`config.mk`:
```
export PLATFORM = sky130hd
export DESIGN_NAME = stopwatch_ctrl
export DESIGN_NICKNAME = d
export VERILOG_FILES = /design/src/rtl/stopwatch_ctrl.sv
export SDC_FILE = /design/constraint.sdc
export NUM_CORES = 1
export LEC_CHECK = 0
export BUFFER_PORTS_ARGS = -buffer_cell sky130_fd_sc_hd__buf_2
export CORE_UTILIZATION = 50
export CTS_CLUSTER_SIZE = 8
export DETAILED_ROUTE_END_ITERATION = 10
export MAX_ROUTING_LAYER = met4
export PLACE_DENSITY = 0.69
export SLEW_MARGIN = 20
export SYNTH_ARGS = -nofsm -noshare
export SYNTH_HDL_FRONTEND = slang
export SYNTH_SLANG_ARGS = --single-unit
```
`constraint.sdc`:
```
create_clock -name CP -period 1.5 [get_ports CP]
set_input_delay 0.15 -clock CP [delete_from_list [all_inputs] [get_ports CP]]
set_output_delay 0.15 -clock CP [all_outputs]
set_load 0.02 [all_outputs]
```
`src/rtl/stopwatch_ctrl.sv`:
```
// Stopwatch control: three debounced buttons drive a four-state FSM that
// emits count-enable TICKs and counter-clear pulses for an external counter chain.
module stopwatch_ctrl #(
    parameter int DEBOUNCE_CYCLES = 4,
    parameter int TICK_DIV        = 10
) (
    input  logic       CP,
    input  logic       RST,
    input  logic       BTN_SS,
    input  logic       BTN_CLR,
    input  logic       BTN_LAP,
    output logic       TICK,
    output logic       CNT_CLR,
    output logic       RUNNING,
    output logic       LAP_HOLD,
    output logic [1:0] STATE
);

    localparam int DW = (DEBOUNCE_CYCLES > 2) ? $clog2(DEBOUNCE_CYCLES) : 1;
    localparam int PW = (TICK_DIV > 2) ? $clog2(TICK_DIV) : 1;
    localparam logic [DW-1:0] DB_LAST  = DW'(DEBOUNCE_CYCLES - 1);
    localparam logic [PW-1:0] DIV_LAST = PW'(TICK_DIV - 1);

    typedef enum logic [1:0] {
        S_IDLE  = 2'b00,
        S_RUN   = 2'b01,
        S_PAUSE = 2'b10,
        S_LAP   = 2'b11
    } state_t;

    logic [2:0] btn_raw;
    logic [2:0] press;

    assign btn_raw = {BTN_LAP, BTN_CLR, BTN_SS};

    // Per-button synchronizer, mismatch-count debouncer and rising-edge press pulse.
    for (genvar gi = 0; gi < 3; gi++) begin : g_btn
        logic          sync1_reg;
        logic          sync2_reg;
        logic          level_reg;
        logic          press_reg;
        logic [DW-1:0] cnt_reg;

        always_ff @(posedge CP) begin
            if (RST) begin
                sync1_reg <= 1'b0;
                sync2_reg <= 1'b0;
                level_reg <= 1'b0;
                press_reg <= 1'b0;
                cnt_reg   <= '0;
            end else begin
                sync1_reg <= btn_raw[gi];
                sync2_reg <= sync1_reg;
                press_reg <= 1'b0;
                if (sync2_reg != level_reg) begin
                    if (cnt_reg == DB_LAST) begin
                        level_reg <= sync2_reg;
                        press_reg <= sync2_reg;
                        cnt_reg   <= '0;
                    end else begin
                        cnt_reg <= cnt_reg + 1'b1;
                    end
                end else begin
                    cnt_reg <= '0;
                end
            end
        end

        assign press[gi] = press_reg;
    end

    state_t        state_reg, state_next;
    logic          clear_next;
    logic          running_reg, running_next;
    logic          lap_hold_reg;
    logic          cnt_clr_reg;
    logic          tick_reg, tick_next;
    logic [PW-1:0] presc_reg, presc_next;

    // press[0]=SS, press[1]=CLR, press[2]=LAP; branch order encodes priority.
    always_comb begin
        state_next = state_reg;
        clear_next = 1'b0;
        case (state_reg)
            S_IDLE: begin
                if (press[1])      clear_next = 1'b1;
                else if (press[0]) state_next = S_RUN;
            end
            S_RUN: begin
                if (press[0])      state_next = S_PAUSE;
                else if (press[2]) state_next = S_LAP;
            end
            S_LAP: begin
                if (press[0])      state_next = S_PAUSE;
                else if (press[2]) state_next = S_RUN;
            end
            S_PAUSE: begin
                if (press[1]) begin
                    clear_next = 1'b1;
                    state_next = S_IDLE;
                end else if (press[0]) begin
                    state_next = S_RUN;
                end
            end
            default: state_next = S_IDLE;
        endcase
    end

    // The prescaler advances only in cycles that are already running, so a
    // paused fraction of a period survives until the next resume.
    always_comb begin
        running_next = (state_next == S_RUN) || (state_next == S_LAP);
        presc_next   = presc_reg;
        if (clear_next) begin
            presc_next = '0;
        end else if (running_reg) begin
            presc_next = (presc_reg == DIV_LAST) ? '0 : presc_reg + 1'b1;
        end
        tick_next = running_next && (presc_next == DIV_LAST);
    end

    always_ff @(posedge CP) begin
        if (RST) begin
            state_reg    <= S_IDLE;
            running_reg  <= 1'b0;
            lap_hold_reg <= 1'b0;
            cnt_clr_reg  <= 1'b0;
            tick_reg     <= 1'b0;
            presc_reg    <= '0;
        end else begin
            state_reg    <= state_next;
            running_reg  <= running_next;
            lap_hold_reg <= (state_next == S_LAP);
            cnt_clr_reg  <= clear_next;
            tick_reg     <= tick_next;
            presc_reg    <= presc_next;
        end
    end

    assign STATE    = state_reg;
    assign RUNNING  = running_reg;
    assign LAP_HOLD = lap_hold_reg;
    assign CNT_CLR  = cnt_clr_reg;
    assign TICK     = tick_reg;

endmodule
```
==> metrics.md <==
| Metric | Value |
|---|---|
| First-pass detailed-route iteration total | `4` |
| Fmax | `0.782 GHz` |
| Switching power of the nets | `0.000219 W` |
| Cells on Worst Hold Path | `2` |
| Routed WL | `1400 µm` |
| Chip Height | `47.5 µm` |
| Post-synthesis sequential area ratio | `0.523` |
| Routed WL per cell | `10.0 µm` |
| Setup TNS | `0 ns` |
| GP Congestion | `0.836` |
| GR Util met2 | `0.266` |
| Critical path capture point | `STATE[0]` |
| Root buffer cell | `clkbuf_4` |
| Cells after Synth | `102` |
| Port Buffers | `10` |
| Vias in the first global route | `627` |
| CP required | `1.35 ns` |
| Worst skew pair latency | `0.32 ns` |
| Initial antenna violation count | `0` |
| CTS max path bufs | `2` |
| Postcts setup bufs | `0` |
| Post-Syn Area per Cell | `10.1 µm²` |
| Final nets | `122` |
| HP Class | `input pin to flop` |
| Synth top cells by count | `27 x dfxtp_1, 13 x nor2_1, 8 x nor2b_1, 5 x inv_1, 5 x nand3_1` |
| Total Routing Usage GR | `0.162` |
| P_leak | `0.420 nW` |
| Clk pin slew, worst setup/hold paths | `0.14 ns` |
| Antenna viol nets, final | `0` |
| Initial DRC Count | `11` |
| Met1 Resource Use GR | `0.185` |
| Reg2Reg Launch Point | `STATE[0]$_SDFF_PP0_` |
| Synth area leader | `dfxtp_1` |
| Clock tree sinks | `27` |
| CTS hold repair buffers | `0` |
| Max Cap Viol | `0` |
| Post-Syn Area | `0.00103 mm²` |
| Worst reg2reg path depth | `4` |
| Slew @ Worst Pin | `0.323 ns` |
| Die area | `0.00225 mm²` |
| Global route hottest layer | `met2` |
| Post-DP HPWL | `981 µm` |
| Multi-input gate area | `447 µm²` |
| WP data arrival | `1.13 ns` |
| Internal reg-to-reg setup slack | `0.27 ns` |
| Final Max Slew Viols | `0` |
| Final WS setup | `0.222 ns` |
| Fillers | `189` |
| Via density | `4.79` |
| Max FFs per register | `6` |
| Sequential fraction of design power | `0.686` |
| Area delta synth->final | `9.44%` |
| Clk network pwr share | `0.286` |
| Synth top area cells | `dfxtp_1 52%, nor2b_1 4.8%, nor2_1 4.7%, mux2i_1 3.9%, ha_1 3.6%` |
| CORE AREA | `0.00196 mm²` |
| Pin count of the biggest net entering global routing | `21` |
| Maximum VDD drop | `0.000672 V` |
| TritonCTS buffer count | `3` |
| Final setup fails | `0` |
| Max H-tree Level | `1` |
| Via total after detailed routing | `670` |
| #FFs+latches synth | `27` |
| Top-count cell post-synth | `dfxtp_1` |
| Die W | `47.5 µm` |
| Crit path from | `STATE[0]$_SDFF_PP0_` |
| Synth async-reset ratio | `0` |
| Initial Util | `0.527` |
| Antenna Cells | `0` |
| Final hold viol count | `0` |
| Num rows | `16` |
| Place WS | `0.321 ns` |
| Synth warnings | `0` |
| Period utilisation layout | `0.852` |
| Overflow after GRT | `0` |
| Sw Share | `0.206` |
| Worst R2R End | `TICK$_SDFF_PP0_` |
| Max_slew headroom | `0.779` |
| DRC Markers | `0` |
| RSZ-0062 raised after global routing | `no` |
| Clk_skew | `0.0112 ns` |
| Synth Flop Type | `dfxtp_1` |
| Global-route wire length before repair | `2450 µm` |
| Core Util, Final | `0.577` |
| Comb pwr share | `0.028` |
| Met3 usage | `0.0566` |
| Gates resized, CTS repair | `0` |
| Crit path kind | `flop to primary output` |
| Crit path launch type | `flop` |
| Fin crit period | `1.28 ns` |
| FF/Latch Area | `541 µm²` |
| Int Power | `0.000846 W` |
| PD cells | `942 mW/mm²` |
| Number of library cell types mapped by synthesis | `24` |
| CTS tree | `done` |
| Number of flops mapped to enable cells by yosys | `0` |
| Fraction of layout cells with a size suffix above 1 | `0.159` |
| I/O pin count | `11` |
| Max FO, Critical Path | `10` |
| Synth top area share | `0.523` |
| Mapped Nets | `110` |
| Nature of the critical path endpoint | `primary output` |
| Outcome | `completed` |
==> layer usage <==
metal | part of all wire | wire length (µm)
met3 | 0.044 | 61
met4 | 0.0079 | 11
met2 | 0.44 | 616
met1 | 0.51 | 710
met5 | 0 | 0
==> per-stage QoR <==
step | std cells | power [W] | area, µm² | hold WS, ns
finish | 140 | 0.00107 | 1130 | 0.0320
global route | 140 | 0.00111 | 1130 | 0.0184
CTS | 140 | 0.00108 | 1130 | 0.0200
detailed placement | 136 | 0.000778 | 1100 | 0.364
global placement | 136 | 0.000777 | 1100 | 0.359
floorplan | 102 | 0.000768 | 1030 | 0.278
==> power by group through the flow <==
stage	logic, W	clock network (W)	registers, W
2_1_floorplan	0.0000210	0	0.000747
3_5_place_dp	0.0000304	0	0.000747
3_3_place_gp	0.0000295	0	0.000747
5_1_grt	0.0000348	0.000340	0.000733
6_report	0.0000296	0.000305	0.000732
4_1_cts	0.0000303	0.000315	0.000732
==> placed cells by master, fill, tap and decap left out <==
cell type	n
nand2b_1	4
o21ai_0	2
a31oi_1	1
buf_4	2
a21oi_1	2
a211o_1	2
nand3_1	5
clkbuf_1	1
nor2b_1	8
nor3_1	2
nor2_1	13
or3_1	3
clkbuf_4	3
nand4b_1	1
buf_2	10
a2111oi_4	1
inv_1	5
ha_1	3
nand3b_1	1
xnor2_1	4
or2_4	1
mux2i_1	4
dfxtp_1	27
nor4bb_1	3
nand2_1	4
a311oi_2	1
==> cells by family (layout without fill, tap and decap cells) <==
logic type	Yosys count	after routing	synth area share
flip-flops	27	27	0.523
adder cells (fa/ha/maj)	3	3	0.0363
AO/OA/AOI/OAI	9	9	0.0835
buffers and inverters	10	21	0.0448
AND/OR/NAND/NOR	45	45	0.240
XOR/XNOR	4	4	0.0339
multiplexers	4	4	0.0387
==> critical path, stage by stage, from the launching register on <==
cell and delay [ns]:
dfxtp_1 0.43, buf_4 0.20, buf_2 0.17
==> how the worst min path moves through the flow <==
stage	startpoint	end	slack (ns)
final	BTN_CLR	g_btn[1].sync1_reg$_SDFF_PP0_	0.03
after CTS	BTN_LAP	g_btn[2].sync1_reg$_SDFF_PP0_	0.02
after global placement	BTN_LAP	g_btn[2].sync1_reg$_SDFF_PP0_	0.36
after global routing	BTN_CLR	g_btn[1].sync1_reg$_SDFF_PP0_	0.02
after detailed placement	BTN_LAP	g_btn[2].sync1_reg$_SDFF_PP0_	0.36
after floorplan	BTN_SS	g_btn[0].sync1_reg$_SDFF_PP0_	0.28
==> area by class of cell <==
type                            instances  share of cell area
Multi-Input combinational cell         65               0.395
Inverter                                5              0.0166
Sequential cell                        27               0.478
Clock buffer                            4              0.0232
Tap cell                               27              0.0299
Timing Repair Buffer                   12              0.0575
(Power assumes the default switching activity.)
